<file path="config.mk">
export PLATFORM = sky130hd
export DESIGN_NAME = unified_mem_arbiter
export DESIGN_NICKNAME = d
export VERILOG_FILES = /design/src/rtl/unified_mem_arbiter.sv
export SDC_FILE = /design/constraint.sdc
export NUM_CORES = 1
export LEC_CHECK = 0
export BUFFER_PORTS_ARGS = -buffer_cell sky130_fd_sc_hd__buf_2
export CAP_MARGIN = 10
export CORE_MARGIN = 3
export CORE_UTILIZATION = 35
export DETAILED_ROUTE_END_ITERATION = 7
export GPL_ROUTABILITY_DRIVEN = 0
export HOLD_SLACK_MARGIN = 0.05
export MAX_ROUTING_LAYER = met4
export PLACE_DENSITY = 0.7
export SYNTH_ARGS = -nofsm -noshare
export SYNTH_HDL_FRONTEND = slang
export SYNTH_SLANG_ARGS = --single-unit
</file>
<file path="constraint.sdc">
create_clock -name clk -period 2.9 [get_ports clk]
set_input_delay 0.58 -clock clk [delete_from_list [all_inputs] [get_ports clk]]
set_output_delay 0.58 -clock clk [all_outputs]
set_load 0.05 [all_outputs]
</file>
<file path="src/rtl/unified_mem_arbiter.sv">
// unified_mem_arbiter: one single-ported, variable-latency memory shared by
// instruction fetch and data access. Data side has priority. At most one
// transaction is outstanding. A completed fetch is buffered while F is stalled,
// and a fetch killed by a redirect is discarded.
module unified_mem_arbiter #(
  parameter int unsigned AW = 32,
  parameter int unsigned DW = 32
) (
  input  logic          clk,
  input  logic          reset,
  input  logic          i_req,
  input  logic [AW-1:0] i_addr,
  input  logic          i_kill,
  input  logic          f_advance,
  output logic [DW-1:0] i_rdata,
  output logic          i_valid,
  input  logic          d_req,
  input  logic          d_we,
  input  logic [AW-1:0] d_addr,
  input  logic [DW-1:0] d_wdata,
  output logic [DW-1:0] d_rdata,
  output logic          d_valid,
  output logic          stall_f,
  output logic          stall_m,
  output logic          mem_req,
  output logic          mem_we,
  output logic [AW-1:0] mem_addr,
  output logic [DW-1:0] mem_wdata,
  input  logic          mem_ready,
  input  logic          mem_rvalid,
  input  logic [DW-1:0] mem_rdata
);

  typedef enum logic [1:0] {
    IDLE  = 2'd0,
    DBUSY = 2'd1,
    IBUSY = 2'd2
  } state_e;

  state_e        state_q, state_d;
  logic          ibuf_valid_q, ibuf_valid_d;
  logic [DW-1:0] ibuf_q, ibuf_d;
  logic          kill_pend_q, kill_pend_d;
  logic [AW-1:0] addr_q, addr_d;
  logic [DW-1:0] wdata_q, wdata_d;

  // State, fetch buffer, kill tracking and accepted-request registers
  always_ff @(posedge clk) begin
    if (!reset) begin
      state_q      <= IDLE;
      ibuf_valid_q <= 1'b0;
      ibuf_q       <= '0;
      kill_pend_q  <= 1'b0;
      addr_q       <= '0;
      wdata_q      <= '0;
    end else begin
      state_q      <= state_d;
      ibuf_valid_q <= ibuf_valid_d;
      ibuf_q       <= ibuf_d;
      kill_pend_q  <= kill_pend_d;
      addr_q       <= addr_d;
      wdata_q      <= wdata_d;
    end
  end

  // Next-state, memory request sequencing and response steering
  always_comb begin
    state_d      = state_q;
    ibuf_d       = ibuf_q;
    kill_pend_d  = kill_pend_q;
    addr_d       = addr_q;
    wdata_d      = wdata_q;
    // Buffered fetch is consumed by an F advance or dropped by a redirect
    ibuf_valid_d = ibuf_valid_q & ~f_advance & ~i_kill;
    mem_req      = 1'b0;
    mem_we       = 1'b0;
    mem_addr     = addr_q;
    mem_wdata    = wdata_q;
    i_valid      = ibuf_valid_q & ~i_kill;
    i_rdata      = ibuf_valid_q ? ibuf_q : '0;
    d_valid      = 1'b0;
    d_rdata      = '0;

    unique case (state_q)
      IDLE: begin
        if (d_req) begin
          mem_req   = 1'b1;
          mem_we    = d_we;
          mem_addr  = d_addr;
          mem_wdata = d_wdata;
          if (mem_ready) begin
            addr_d  = d_addr;
            wdata_d = d_wdata;
            state_d = DBUSY;
          end
        end else if (i_req && !ibuf_valid_q && !i_kill) begin
          mem_req   = 1'b1;
          mem_addr  = i_addr;
          mem_wdata = '0;
          if (mem_ready) begin
            addr_d      = i_addr;
            wdata_d     = '0;
            kill_pend_d = 1'b0;
            state_d     = IBUSY;
          end
        end
      end
      DBUSY: begin
        if (mem_rvalid) begin
          d_valid = 1'b1;
          d_rdata = mem_rdata;
          state_d = IDLE;
        end
      end
      IBUSY: begin
        kill_pend_d = kill_pend_q | i_kill;
        if (mem_rvalid) begin
          if (!(kill_pend_q || i_kill)) begin
            i_valid = 1'b1;
            i_rdata = mem_rdata;
            if (!f_advance) begin
              ibuf_d       = mem_rdata;
              ibuf_valid_d = 1'b1;
            end
          end
          state_d = IDLE;
        end
      end
      default: state_d = IDLE;
    endcase

    stall_f = i_req & ~i_valid;
    stall_m = d_req & ~d_valid;
  end

endmodule

</file>
==> qor.log, run 1 <==
INFO  clock_network  cts.htree.levels=3
INFO  hold_path      hold_path_class=input port to flop
INFO  clock_network  numCtsBuffers=9
INFO  detailed_routing drc_violations_left=0
INFO  timing         finalHoldViolCount=0
INFO  synthesis      ys_async_sr_fraction=0%
INFO  critical_path  timing.rr.start=state_q[1]
INFO  placement      port-buffer-count=270
INFO  clock_network  holdBufCountCts=0
INFO  finish         nFillCells=1582
INFO  power          max-vdd-ir-drop=0.325mV
INFO  finish         area_growth_syn_to_layout=32.3%
INFO  clock_network  post_cts_resized=0
INFO  critical_path  arrival=2.07ns
INFO  timing         timing.hold.ws=0.448ns
INFO  synthesis      most_frequent_cell_after_synthesis=sky130_fd_sc_hd__nand2_1
INFO  floorplan      std_cell_rows=46
INFO  detailed_routing antenna_violating_nets_post_route=0
INFO  floorplan      die_height=134um
INFO  floorplan      start_util=35.9%
INFO  detailed_routing routed_wirelength=17.4mm
INFO  floorplan      ios=271
INFO  global_route   grt_pass1_wl=26.9mm
INFO  critical_path  critical_path.slowest_cell=sky130_fd_sc_hd__buf_4
INFO  synthesis      synthesis.yosys.warnings=0
INFO  power          leakage_power_total=3.73nW
INFO  critical_path  path_buf_inv=3
INFO  synthesis      mappedNetlistNets=838
INFO  timing         maxSlewViolCount=0
INFO  global_route   first_global_vias=5305
INFO  critical_path  worstPathCellList=inv_1 > ha_1 > and2_1 > buf_4 > a22o_1 > buf_2
INFO  critical_path  timing.critical_path.to_type=primary output
INFO  clock_network  clk-insertion-delay-late=0.35ns
INFO  timing         timing.max_slew.rel_slack=17.0%
INFO  global_route   global_route.usage.total=18.6%
INFO  finish         design.final.nets=1060
INFO  critical_path  type_of_the_setup_path_with_the_least_slack=flop to primary output
INFO  synthesis      synth.cell_area=0.00574mm^2
INFO  placement      detailedPlace.worstSlack=0.425ns
INFO  synthesis      synth.top_cells.by_area=sky130_fd_sc_hd__dfxtp_1 (35%), sky130_fd_sc_hd__nand2_1 (8.5%), sky130_fd_sc_hd__o221a_2 (6.3%)
INFO  synthesis      post_synth_most_frequent_cells=sky130_fd_sc_hd__nand2_1 (130), sky130_fd_sc_hd__dfxtp_1 (100), sky130_fd_sc_hd__o21ai_0 (65)
INFO  synthesis      synth_area_leader_cell=sky130_fd_sc_hd__dfxtp_1
INFO  finish         final_area=0.00760mm^2
INFO  power          post-layout-total-power=4.52mW
INFO  global_route   grt_overflow=0
INFO  timing         finalCritPeriodShare=91.4%
INFO  finish         layout-drive-gt1-share=37.4%
INFO  synthesis      synth_top_area_share=34.9%
INFO  timing         setup_slack=0.249ns
INFO  timing         rsz0062_at_grt=false
INFO  timing         final.setup_skew=0.00653ns
INFO  clock_network  clk_pin_slew_worst_paths=0.07ns
INFO  clock_network  cts.repair_timing.setup_buffer_count=0
INFO  hold_path      holdCritStartpoint=d_wdata[19]
INFO  timing         finalSetupViolations=0
INFO  finish         seq_area=0.00200mm^2
INFO  critical_path  path_delay_family=buffers and inverters
INFO  global_route   initial_antenna_violation_count=1
INFO  detailed_routing mean_number_of_vias_per_cell=5.21
INFO  floorplan      design.core.area=0.0160mm^2
INFO  timing         max_freq=377MHz
INFO  synthesis      synth-seq-cells=100
INFO  critical_path  critical_path.max_stage_delay=0.35ns
INFO  finish         multiInputGateArea=0.00342mm^2
INFO  synthesis      synth_enable_flop_cells=0
INFO  synthesis      synthCells=698
INFO  clock_network  clock_sinks=100
INFO  detailed_routing initial_drc_count=355
INFO  floorplan      die-area=0.0180mm^2
INFO  synthesis      synth.avg_cell_area=8.23um^2
INFO  clock_network  cts_tree=built
INFO  synthesis      yosys.cell_types.count=36
INFO  timing         time_the_worst_path_needs_with_i_o_delays_and_setup=2.65ns
INFO  synthesis      ys_seq_area_share=34.9%
INFO  placement      placed_cell_area=0.00727mm^2
INFO  critical_path  worst_setup_path_startpoint=state_q[1]
INFO  critical_path  crit_path_start_kind=flop
INFO  floorplan      floorplan.die.width=134um
INFO  critical_path  worstPathMaxFanout=32
INFO  global_route   grt_start_max_net_pins=134
INFO  detailed_routing detail_route.first_pass.iterations=7
INFO  power          pwr_density_cell=595mW/mm^2
INFO  job            maxCapViolations=0
INFO  critical_path  crit_required=2.32ns
INFO  detailed_routing routed-via-count=5954
INFO  finish         fin_util=47.5%
INFO  clock_network  clockRootBuffer=sky130_fd_sc_hd__clkbuf_16
INFO  synthesis      postSynth.topFlopCell=sky130_fd_sc_hd__dfxtp_1
INFO  placement      detailed_place_hpwl=11.9mm
INFO  timing         timing_worst_slew_pin_value=1.25ns
INFO  clock_network  cts_max_path_buffers=2
INFO  detailed_routing route.detailed.wl_per_inst=15.2um
INFO  outcome        run_status=complete, no violations
[layout make-up]
| cell class | instances | area share (%) |
|---|---|---|
| sequential | 100 | 26.3 |
| inverter | 6 | 0.296 |
| timing repair buffer | 288 | 20.5 |
| tap | 216 | 3.55 |
| multi-input combinational | 515 | 45.0 |
| clock buffer | 9 | 2.96 |
| clock inverter | 7 | 1.32 |
| antenna | 1 | 0.0329 |
[sequential cells by signal (all words and copies together) (netlist names)]
signal,flops
wdata_q,32
ibuf_valid_q,1
state_q,2
ibuf_q,32
addr_q,32
kill_pend_q,1
[through the flow]
stage | setup TNS, ns | instances
2_1_floorplan | -0.0482 | 698
3_3_place_gp | 0 | 1124
3_5_place_dp | 0 | 1125
4_1_cts | 0 | 1141
5_1_grt | 0 | 1142
6_report | 0 | 1142
[path summary, 6_finish.rpt]
kind | to | slack (ns) | cells after the start
hold reg to reg | ibuf_q[26] | 0.45 | 2
setup / recovery | mem_wdata[30] | 0.25 | 6
hold / removal | wdata_q[19] | 0.45 | 2
setup reg to reg | wdata_q[27] | 0.70 | 5
[cell families (layout without fill, tap and decap cells)]
kind of cell,after synthesis,count (layout),share of synthesized area (%)
buf+inv,83,310,6.08
mux,32,32,5.58
fa+ha+maj,3,3,0.654
compound gates,233,233,32.7
simple gates,247,247,20.2
flops,100,100,34.9
other cells,0,1,0
[cell usage in the layout, fill, tap and decap left out, drive strengths merged, types with 3 or more instances in the layout]
cell	count
a21o	32
a22o	32
a2bb2oi	32
a32o	32
and2	3
and3	34
buf	288
clkbuf	9
dfxtp	100
ha	3
inv	7
mux2i	32
nand2	130
nor2	36
nor2b	35
o21ai	67
o221a	33
[layer usage]
metal / vias to the layer above / part of all wire, % / track usage [%]
met2: 239 / 46 / 29.6
li1: 2982 / - / -
met1: 2712 / 45 / 24.0
met3: 21 / 6.9 / 3.64
met4: 0 / 1.6 / 5.94
met5: - / 0 / -
[power breakdown]
group	leakage (nW)	switching [mW]	internal [mW]	total, mW
combinational	2.76	1.19	0.511	1.70
sequential	0.816	0.0497	1.46	1.51
clock	0.154	0.548	0.762	1.31
[worst register-to-register path, cell delays in order, from the launching register on]
cell                      delay, ns
sky130_fd_sc_hd__dfxtp_1       0.34
sky130_fd_sc_hd__inv_1         0.08
sky130_fd_sc_hd__ha_1          0.27
sky130_fd_sc_hd__and2_1        0.21
sky130_fd_sc_hd__and3_1        1.01
sky130_fd_sc_hd__a32o_1        0.23
(Power assumes the default switching activity.)
==> run 2: changes to the inputs <==
- clock period: 2.9 -> 3.4 ns (I/O delays scaled with it)
==> qor.log, run 2 (synthesis results as in run 1) <==
INFO  finish         design.final.nets=1056 [-0.38%]
INFO  power          pwr_density_cell=519mW/mm^2 [-13%]
INFO  timing         rsz0062_at_grt=false
INFO  finish         antennaDiodeCount=0 [-1]
INFO  timing         setup_tns=0ns [unchanged]
INFO  floorplan      die-area=0.0180mm^2 [unchanged]
INFO  finish         multiInputGateArea=0.00342mm^2 [unchanged]
INFO  timing         maxSlewViolCount=0 [unchanged]
INFO  detailed_routing routed_wirelength=17.4mm [about the same]
INFO  placement      detailedPlace.worstSlack=0.620ns [+0.196 ns]
INFO  timing         setup_slack=0.562ns [+0.313 ns]
INFO  timing         timing.max_slew.rel_slack=34.4% [+17 points]
INFO  clock_network  clock_sinks=100 [unchanged]
INFO  clock_network  cts_tree=built
INFO  clock_network  post_cts_resized=0 [unchanged]
INFO  global_route   grt_overflow=0 [unchanged]
INFO  clock_network  cts.repair_timing.setup_buffer_count=0 [unchanged]
INFO  floorplan      std_cell_rows=46 [unchanged]
INFO  finish         area_growth_syn_to_layout=31.8%
INFO  global_route   first_global_vias=5258 [-0.89%]
INFO  finish         leading_registers_by_flop_count=addr_q (32), ibuf_q (32), wdata_q (32)
INFO  detailed_routing route.detailed.wl_per_inst=15.3um [+0.50%]
INFO  timing         finalCritPeriodShare=83.5%
INFO  critical_path  arrival=2.16ns [+0.09 ns]
INFO  hold_path      hold_path_class=flop to flop
INFO  detailed_routing initial_drc_count=349 [-1.7%]
INFO  finish         final_cell_mix=sky130_fd_sc_hd__buf_2 (269), sky130_fd_sc_hd__nand2_1 (130), sky130_fd_sc_hd__dfxtp_1 (100), sky130_fd_sc_hd__o21ai_0 (65)
INFO  floorplan      floorplan.die.width=134um [unchanged]
INFO  clock_network  clk_pin_slew_worst_paths=0.07ns [about the same]
INFO  critical_path  worstPathCellList=inv_1 > ha_1 > and3_1 > buf_2
INFO  critical_path  worstPathMaxFanout=33 [+3.1%]
INFO  finish         seq_area=0.00200mm^2 [unchanged]
INFO  timing         time_the_worst_path_needs_with_i_o_delays_and_setup=2.84ns
INFO  job            maxCapViolations=0 [unchanged]
INFO  clock_network  numCtsBuffers=9 [unchanged]
INFO  detailed_routing mean_number_of_vias_per_cell=5.23 [+0.29%]
INFO  power          leakage_power_total=3.72nW [-0.21%]
INFO  floorplan      design.core.area=0.0160mm^2 [unchanged]
INFO  detailed_routing detail_route.first_pass.iterations=4 [-3]
INFO  detailed_routing drc_violations_left=0 [unchanged]
INFO  finish         most_frequent_standard_cell_in_the_layout_excluding_fill_and_tap_cells=sky130_fd_sc_hd__buf_2
INFO  global_route   initial_antenna_violation_count=0 [-1]
INFO  floorplan      start_util=35.9% [unchanged]
INFO  placement      detailed_place_hpwl=11.9mm [about the same]
INFO  clock_network  cts_max_path_buffers=2 [unchanged]
INFO  critical_path  crit_path_start_kind=flop
INFO  clock_network  holdBufCountCts=0 [unchanged]
INFO  detailed_routing routed-via-count=5945 [-0.15%]
INFO  critical_path  timing.critical_path.to_type=primary output
INFO  timing         finalSetupViolations=0 [unchanged]
INFO  clock_network  clk-insertion-delay-late=0.34ns [about the same]
INFO  critical_path  type_of_the_setup_path_with_the_least_slack=flop to primary output
INFO  floorplan      ios=271 [unchanged]
INFO  detailed_routing antenna_violating_nets_post_route=0 [unchanged]
INFO  clock_network  cts.htree.levels=3 [unchanged]
INFO  power          max-vdd-ir-drop=0.250mV [-23%]
INFO  global_route   grt_start_max_net_pins=88 [-34%]
INFO  critical_path  crit_required=2.72ns [+0.40 ns]
INFO  timing         max_freq=352MHz
INFO  clock_network  clockRootBuffer=sky130_fd_sc_hd__clkbuf_16
INFO  finish         nFillCells=1615 [+2.1%]
INFO  global_route   global_route.usage.total=18.7% [+0.11 points]
INFO  finish         layout-drive-gt1-share=37.1% [-0.27 points]
INFO  timing         finalHoldViolCount=0 [unchanged]
INFO  timing         final.setup_skew=0.00845ns [+0.00193 ns]
INFO  critical_path  critical_path.slowest_cell=sky130_fd_sc_hd__ha_1
INFO  outcome        run_status=complete, no violations
INFO  placement      port-buffer-count=270 [unchanged]
INFO  timing         timing_worst_slew_pin_value=0.983ns [-0.262 ns]
INFO  critical_path  critical_path.max_stage_delay=0.81ns [+0.46 ns]
INFO  global_route   grt_pass1_wl=26.9mm [-0.28%]
INFO  floorplan      die_height=134um [unchanged]
INFO  timing         timing.hold.ws=0.456ns [+0.00747 ns]
run 2: cell count changes in the layout (fill, tap and decap cells not counted), sizes merged:
cell / before / now
buf: 288 / 284
clkbuf: 9 / 11
clkinvlp: 2 / 0
bufinv: 2 / 3
diode: 1 / 0
inv: 7 / 6
run 2: area by class of cell:
cell class,instances,share of cell area (%)
Clock buffer,11,3.34
Tap cell,216,3.57
Clock inverter,5,1.42
Timing Repair Buffer,284,19.8
Inverter,6,0.297
Multi-Input combinational cell,515,45.2
Sequential cell,100,26.4
run 2: power by group:
group | internal, mW | leakage, nW | switching (mW) | total (mW)
clock | 0.763 | 0.176 | 0.453 | 1.22
combinational | 0.420 | 2.73 | 1.01 | 1.42
sequential | 1.24 | 0.816 | 0.0455 | 1.29
run 2: critical path: cells and delay by family, from the launching register on:
family / cells / cell delay (ns)
adders and majority gates: 1 / 0.81
buffers and inverters: 2 / 0.37
DFF: 1 / 0.33
and+or+nand+nor: 1 / 0.31
run 2: worst paths after layout:
| check | start | slack (ns) | cells past startpoint | endpoint |
|---|---|---|---|---|
| min | ibuf_q[14] | 0.46 | 2 | ibuf_q[14] |
| min reg2reg | ibuf_q[14] | 0.46 | 2 | ibuf_q[14] |
| max reg2reg | state_q[0] | 1.03 | 6 | addr_q[11] |
| max | state_q[1] | 0.56 | 4 | d_rdata[31] |
run 2: routing by layer:
layer / track usage (%) / part of all wire, % / up-vias
li1: - / - / 2974
met1: 24.7 / 45 / 2735
met2: 29.1 / 47 / 210
met3: 3.04 / 6.0 / 26
met4: 7.18 / 1.7 / 0
met5: - / 0 / -
run 2: per-stage QoR:
| step | instances | cell area, um^2 | util [%] | total power, mW |
|---|---|---|---|---|
| final | 1137 | 7570 | 47.3 | 3.93 |
| after global routing | 1137 | 7570 | 47.3 | 4.10 |
| after CTS | 1137 | 7570 | 47.3 | 3.97 |
| after detailed placement | 1121 | 7210 | 45.1 | 2.73 |
| after global placement | 1121 | 7210 | 45.1 | 2.73 |
| after floorplan | 698 | 5740 | - | 2.38 |
